## src/rtl/reverb_tap_sequencer.sv

```systemverilog
// Tap RAM plus reload sequencer: bypass the reverb, flush the FIR, stream N taps over valid/ready, then resume.
// Optional feature: define REVERB_TAP_SEQ_TIMEOUT_EN to bound the tap_done wait and report a sticky load_error.
module reverb_tap_sequencer #(
  parameter int G_TAP_WIDTH      = 16,
  parameter int G_NUM_TAPS_LOG2  = 4,
  parameter int G_SETTLE_CYCLES  = 4,
  parameter int G_TIMEOUT_CYCLES = 1024
) (
  input  logic                       clk,
  input  logic                       reset,
  input  logic                       cfg_wr_en,
  input  logic [G_NUM_TAPS_LOG2-1:0] cfg_wr_addr,
  input  logic [G_TAP_WIDTH-1:0]     cfg_wr_data,
  input  logic                       load_start,
  output logic                       load_busy,
  output logic                       load_done,
  output logic                       load_error,
  output logic                       fir_enable,
  output logic                       fir_bypass,
  output logic [G_TAP_WIDTH-1:0]     tap_dout,
  output logic                       tap_dout_valid,
  input  logic                       tap_dout_ready,
  input  logic                       tap_done
);

  localparam int NUM_TAPS = 1 << G_NUM_TAPS_LOG2;
  localparam int CNT_MAX  = (G_TIMEOUT_CYCLES > G_SETTLE_CYCLES) ? G_TIMEOUT_CYCLES : G_SETTLE_CYCLES;
  localparam int CNT_W    = $clog2(CNT_MAX + 1);

  localparam logic [CNT_W-1:0]           SETTLE_LAST = CNT_W'(G_SETTLE_CYCLES - 1);
  localparam logic [CNT_W-1:0]           FLUSH_LAST  = CNT_W'(1);
  localparam logic [G_NUM_TAPS_LOG2-1:0] IDX_LAST    = '1;

  typedef enum logic [2:0] {
    IDLE,
    SETTLE,
    FLUSH,
    STREAM,
    WAIT_DONE,
    RESUME,
    FAULT
  } state_e;

  state_e                     state_q, state_d;
  logic [CNT_W-1:0]           cnt_q, cnt_d;
  logic [G_NUM_TAPS_LOG2-1:0] idx_q, idx_d;
  logic                       bypass_q, bypass_d;
  logic                       error_q, error_d;
  logic                       handshake;
  logic                       timeout_hit;

  logic [G_TAP_WIDTH-1:0] mem [NUM_TAPS];

  assign handshake = (state_q == STREAM) && tap_dout_ready;

`ifdef REVERB_TAP_SEQ_TIMEOUT_EN
  assign timeout_hit = (cnt_q == CNT_W'(G_TIMEOUT_CYCLES - 1));
`else
  assign timeout_hit = 1'b0;
`endif

  // The RAM is only writable while idle and is deliberately left out of reset.
  always_ff @(posedge clk) begin
    if ((state_q == IDLE) && cfg_wr_en) begin
      mem[cfg_wr_addr] <= cfg_wr_data;
    end
  end

  always_ff @(posedge clk) begin
    if (reset) begin
      state_q  <= IDLE;
      cnt_q    <= '0;
      idx_q    <= '0;
      bypass_q <= 1'b1;
      error_q  <= 1'b0;
    end else begin
      state_q  <= state_d;
      cnt_q    <= cnt_d;
      idx_q    <= idx_d;
      bypass_q <= bypass_d;
      error_q  <= error_d;
    end
  end

  // Bypass and error are registered on the transition so they are already valid in the state they describe.
  always_comb begin
    state_d  = state_q;
    cnt_d    = cnt_q;
    idx_d    = idx_q;
    bypass_d = bypass_q;
    error_d  = error_q;
    unique case (state_q)
      IDLE: begin
        if (load_start) begin
          state_d  = SETTLE;
          cnt_d    = '0;
          idx_d    = '0;
          bypass_d = 1'b1;
          error_d  = 1'b0;
        end
      end
      SETTLE: begin
        if (cnt_q == SETTLE_LAST) begin
          state_d = FLUSH;
          cnt_d   = '0;
        end else begin
          cnt_d = cnt_q + 1'b1;
        end
      end
      FLUSH: begin
        if (cnt_q == FLUSH_LAST) begin
          state_d = STREAM;
          cnt_d   = '0;
        end else begin
          cnt_d = cnt_q + 1'b1;
        end
      end
      STREAM: begin
        if (handshake) begin
          if (idx_q == IDX_LAST) begin
            state_d = WAIT_DONE;
            cnt_d   = '0;
            idx_d   = '0;
          end else begin
            idx_d = idx_q + 1'b1;
          end
        end
      end
      WAIT_DONE: begin
        if (tap_done) begin
          state_d  = RESUME;
          bypass_d = 1'b0;
        end else if (timeout_hit) begin
          state_d = FAULT;
          error_d = 1'b1;
        end else begin
          cnt_d = cnt_q + 1'b1;
        end
      end
      RESUME: begin
        state_d = IDLE;
      end
      FAULT: begin
        state_d = IDLE;
      end
      default: begin
        state_d = IDLE;
      end
    endcase
  end

  always_comb begin
    load_busy      = (state_q != IDLE);
    load_done      = (state_q == RESUME);
    fir_enable     = (state_q != FLUSH);
    tap_dout_valid = (state_q == STREAM);
    fir_bypass     = bypass_q;
    load_error     = error_q;
    tap_dout       = '0;
    if (state_q == STREAM) begin
      tap_dout = mem[idx_q];
    end
  end

endmodule

```

## config.mk

```make
export PLATFORM = sky130hd
export DESIGN_NAME = reverb_tap_sequencer
export DESIGN_NICKNAME = d
export VERILOG_FILES = /design/src/rtl/reverb_tap_sequencer.sv
export SDC_FILE = /design/constraint.sdc
export NUM_CORES = 1
export LEC_CHECK = 0
export CAP_MARGIN = 40
export CORE_MARGIN = 2
export CORE_UTILIZATION = 50
export CTS_BUF_LIST = sky130_fd_sc_hd__clkbuf_16
export CTS_CLUSTER_DIAMETER = 150
export DETAILED_ROUTE_END_ITERATION = 10
export PLACE_DENSITY_LB_ADDON = 0.3
export SKIP_LAST_GASP = 1
export SLEW_MARGIN = 10
export SYNTH_ARGS = -nofsm -noshare
export SYNTH_HDL_FRONTEND = slang
export SYNTH_SLANG_ARGS = --single-unit
```

## constraint.sdc

```tcl
create_clock -name clk -period 7.9 [get_ports clk]
set_clock_uncertainty 0.05 [all_clocks]
set_input_delay 1.58 -clock clk [delete_from_list [all_inputs] [get_ports clk]]
set_output_delay 1.58 -clock clk [all_outputs]
set_load 0.1 [all_outputs]
```

======== Word level (Yosys, flattened, before mapping) ========
Memories as Yosys holds them, arrays and structs flattened. A register that Yosys moved wholly into a read port is not among the register bits.
Cells that the tools add are included.
cells by class
  $add $sub $neg .......................... 2
  multipliers ............................. 0
  div/mod/pow operators ................... 0
  order comparisons ....................... 0
  eq/ne operators ......................... 16
  shift operators ......................... 0
  muxes and demuxes ....................... 26
  bitwise operators ....................... 0
  reductions and logical operators ........ 11
operators by type and width
  operator               number
  $mux 11                6
  $pmux 11 s5            1
  $mux 4                 5
  $mux 3                 6
  $mux 16                1
  $pmux 3 s5             1
  $add 11x1->11 const B  1
  $eq 11x1->1 const B    1
  $eq 11x2->1 const B    1
  $ne 2x2->1 const B     5
  $pmux 4 s2             1
  $eq 3x2->1 const B     2
  $eq 3x3->1 const B     2
  $reduce_and 3->1       2
  $reduce_and 6->1       1
  $reduce_and 5->1       1
  $reduce_bool 5->1      1
  $add 4x1->4 const B    1
  $eq 4x4->1 const B     1
  $mux 1                 4
  $ne 2x1->1 const B     2
  $reduce_bool 2->1      2
  $eq 3x1->1 const B     1
  $logic_not 3->1        1
  4 further kinds        5
word-level totals
  flip-flop bits (word level) ............. 19
  latch bits .............................. 0
  bits in writable memories ............... 256
  memory bits (read-only) ................. 0
  input port bits ......................... 26
  word-level logic and storage cells ...... 60
  memories ................................ 1
memories
  memory  words  bits a word  read ports  clocked after memory_dff  write ports  RTL line  text
  mem     16     16           1           1                         1            52        logic [G_TAP_WIDTH-1:0] mem [NUM_TAPS];

======== Longest topological paths before layout ========
  word-level depth ........................ 6
  depth in mapped cells ................... 9
  mapped depth without buffers ............ 7

======== Worst setup path after synthesis ========
No wires, ideal clock.
  kind .................................... flip-flop to output port
  start point ............................. register state_q[2]
  end point ............................... output port tap_dout[10]
  arrival ................................. 2.835 ns
  path slack .............................. 3.435 ns
  stages on the path, launching flop included .. 8
  buffers on the path ..................... 3
  path through ............................ dfxtp_1 buf_2 inv_1 nand3_1 inv_2 clkbuf_1 clkbuf_1 and2_1
between the ends
  cells in the longest elaborated chain, start to end .. 2
RTL lines
  what                      RTL line  text
  start: declaration        44        state_e state_q, state_d;
  start signal: assignment  77        state_q <= state_d;
  $eq 3x2->1                --
  named net tap_dout_valid  21        output logic tap_dout_valid,
  $mux 16                   160       if (state_q == STREAM) begin
  end: declaration          20        output logic [G_TAP_WIDTH-1:0] tap_dout,
The timed path passes the listed nets, and every way through them passes these cells.

==> results.py <==
metrics = {
    "outcome": {
        "status": "complete, no violations",
    },
    "clock_network": {
        "cts_buffer_depth": 3,
        "cts_sinks": 279,
        "cts_root_buf": "clkbuf_16",
        "cts_setup_buffers": 0,
        "cts_tree": "yes",
        "cts_made_buffers": 28,
        "hold_buffers": 0,
        "cts_resized": 0,
        "htreeDepth": 1,
        "clk_latency_ns": 0.54,
        "path_clk_slew_ns": 0.06,
    },
    "global_routing": {
        "grt_pass1_vias": 5769,
        "grt_use_total": 0.1970,
        "grt_antenna_before_repair": 0,
        "grt_pass1_wl_um": 34530,
        "grt_max_degree": 42,
        "overflow": 0,
    },
    "cells_and_area": {
        "fin_util": 0.6015,
        "diodes": 0,
        "area_growth_pct": 18.70,
        "drive_gt1_frac": 0.2535,
        "final_net_count": 651,
        "stdcell_area_sq_mm": 0.01309,
    },
    "run": {
        "cap_violations": 0,
    },
    "logic_synthesis": {
        "synth_top_area_frac": 0.6973,
        "synth_warnings": 0,
        "ys_top_cells_by_count": "edfxtp_1, mux4_2, nor2_1, dfxtp_1",
        "yosysTopAreaCell": "edfxtp_1",
        "synth_fp_nets": 561,
        "ys_seq_area_frac": 0.7391,
        "yosysMostFrequentCell": "edfxtp_1",
        "syn_area_sq_mm": 0.01102,
        "async_reset_ff_frac": 0,
        "postSynthCellCount": 532,
        "ys_seq_elements": 279,
        "synth_edf_count": 256,
        "yosys-top-cells-area": "edfxtp_1, mux4_2, dfxtp_1",
        "synth_ff_type": "edfxtp_1",
        "synth_cell_types": 42,
        "syn_avg_cell_area_sq_um": 20.72,
    },
    "sta": {
        "slew_headroom": 0.4646,
        "tns_ns": 0,
        "tightest_slew_ns": 0.8031,
        "rsz0062_at_grt": "false",
        "finalHoldViolCount": 0,
        "drv_slew": 0,
        "fin_crit_sh": 0.7037,
        "layout_min_cycle_time_ns": 5.559,
        "finalSetupViolCount": 0,
        "max_freq_mhz": 179.9,
        "worst_slack_ns": 2.341,
    },
    "setup_path": {
        "cp-end-kind": "primary output",
        "crit_fanout": 41,
        "critPathMaxStageDelay_ns": 0.86,
        "worstSetupPathType": "reg -> out",
        "crit_arrival_ns": 3.93,
        "crit_buf_inv": 3,
        "cp_cell_sequence": "buf_4 > mux4_1 > mux4_2 > and2_1 > clkdlybuf4s50_1 > buf_8",
        "critPathRequiredTime_ns": 6.27,
        "crit_path_start_kind": "flip-flop",
        "cp_slowest_cell": "dfxtp_4",
        "cp_top_family": "buffers and inverters",
    },
    "placed_design": {
        "io_buffers": 46,
        "hpwl_um": 12360,
        "place_ws_ns": 2.837,
        "dpl-instance-area_sq_mm": 0.01221,
        "gp_congestion": 0.7860,
    },
    "pwr": {
        "p_per_area_mw_per_mm2": 258.8,
        "irDropWorstVdd_mv": 0.2123,
        "power.leakage_uw": 0.004179,
    },
    "floorplan": {
        "die_x_um": 152.5,
        "die_y_um": 152.5,
        "design.core.area_sq_mm": 0.02176,
        "die_area_sq_mm": 0.02325,
        "fp-row-count": 54,
        "ios": 48,
        "start_util": 0.5067,
    },
    "routing": {
        "drt_iter0_drc": 419,
        "route.detailed.drc": 0,
        "wl_um": 22400,
        "num_vias": 5334,
        "wire_per_inst_um": 24.27,
        "first_pass_iters": 4,
        "ant_nets": 0,
        "via_per_inst": 5.779,
    },
    "hold_path": {
        "min-delay-path-class": "reg -> reg",
    },
}
==> logic make-up (layout without fill, tap and decap cells) <==
logic type | count (synthesis) | count (layout) | share of synthesized area
flip-flops | 279 | 279 | 0.7391
AND/OR/NAND/NOR | 103 | 103 | 0.04858
multiplexers | 80 | 80 | 0.1692
buffers and inverters | 33 | 144 | 0.01691
AO/OA/AOI/OAI | 22 | 22 | 0.01373
XOR/XNOR | 11 | 11 | 0.008740
adder cells (fa/ha/maj) | 3 | 3 | 0.003405
other | 1 | 1 | 0.0003402
==> path summary, 6_finish.rpt <==
kind                      startpoint                     end  slack (ns)  depth (start not counted)
min reg2reg   cnt_q[10]$_SDFFE_PP0P_  cnt_q[10]$_SDFFE_PP0P_        0.45                          2
max                        flip-flop            tap_dout[12]        2.34                          6
max reg2reg  state_q[0]$_SDFFE_PP0P_     mem[1][3]$_DFFE_PP_        5.24                          5
min           cnt_q[10]$_SDFFE_PP0P_  cnt_q[10]$_SDFFE_PP0P_        0.45                          2
==> sequential cells by signal, summed over array words and instances (netlist names), named ones only <==
name / cells
cnt_q: 11
fir_bypass: 1
idx_q: 4
mem: 256
state_q: 3
==> placed cells by master (no fill, tap or decap), types with 3 or more instances in the layout <==
cell type        instances
nand2_1                 12
edfxtp_1               256
nand4_1                  7
and2_1                  17
or3_1                    3
mux4_1                  17
xor2_1                   9
nor3_1                   3
nand3_1                  8
clkbuf_16               28
buf_8                   21
nand4b_1                 3
and3_1                   4
o21ai_0                  4
dfxtp_1                 21
nor2_2                  12
mux4_2                  63
clkdlybuf4s50_1         46
clkinv_1                 7
nor3_2                   4
ha_1                     3
nand2b_1                 3
clkinv_2                 3
inv_1                   14
buf_4                   19
nor2_1                  19
a21oi_1                  8
==> power by group <==
group / leakage, uW / total [uW] / switching, uW / internal (uW)
combinational: 0.00122 / 442 / 241 / 202
sequential: 0.00250 / 1710 / 51.3 / 1660
clock: 0.000459 / 1240 / 527 / 709
total: 0.00418 / 3390 / 819 / 2570
==> cell type report <==
cell class | instances | area [sq um]
multi-input combinational | 220 | 2740
sequential | 279 | 8153
fill | 1531 | 8670
timing repair buffer | 87 | 945.9
inverter | 6 | 22.52
tap | 280 | 350.3
clock inverter | 23 | 173.9
clock buffer | 28 | 700.7
==> per-layer routing <==
metal	vias to the layer above	routed length, um	GRT usage
met1	2754	9188	0.2959
met3	29	1827	0.03555
met4	0	323	0.03924
met2	172	11060	0.3106
met5	-	0	0
li1	2379	-	-
==> metrics by stage <==
stage | cells | power, uW | hold WS (ns)
2_1_floorplan | 532 | 2051 | 0.4078
3_3_place_gp | 850 | 2137 | 0.4344
3_5_place_dp | 872 | 2186 | 0.4387
4_1_cts | 923 | 3417 | 0.4485
5_1_grt | 923 | 3517 | 0.5081
6_report | 923 | 3387 | 0.4458
==> tightest hold or removal path: stages, from the launching register on <==
cell and delay, ns:
dfxtp_1 0.32, o21ai_0 0.07, a21oi_1 0.06
Power figures use the tool's default switching activity.
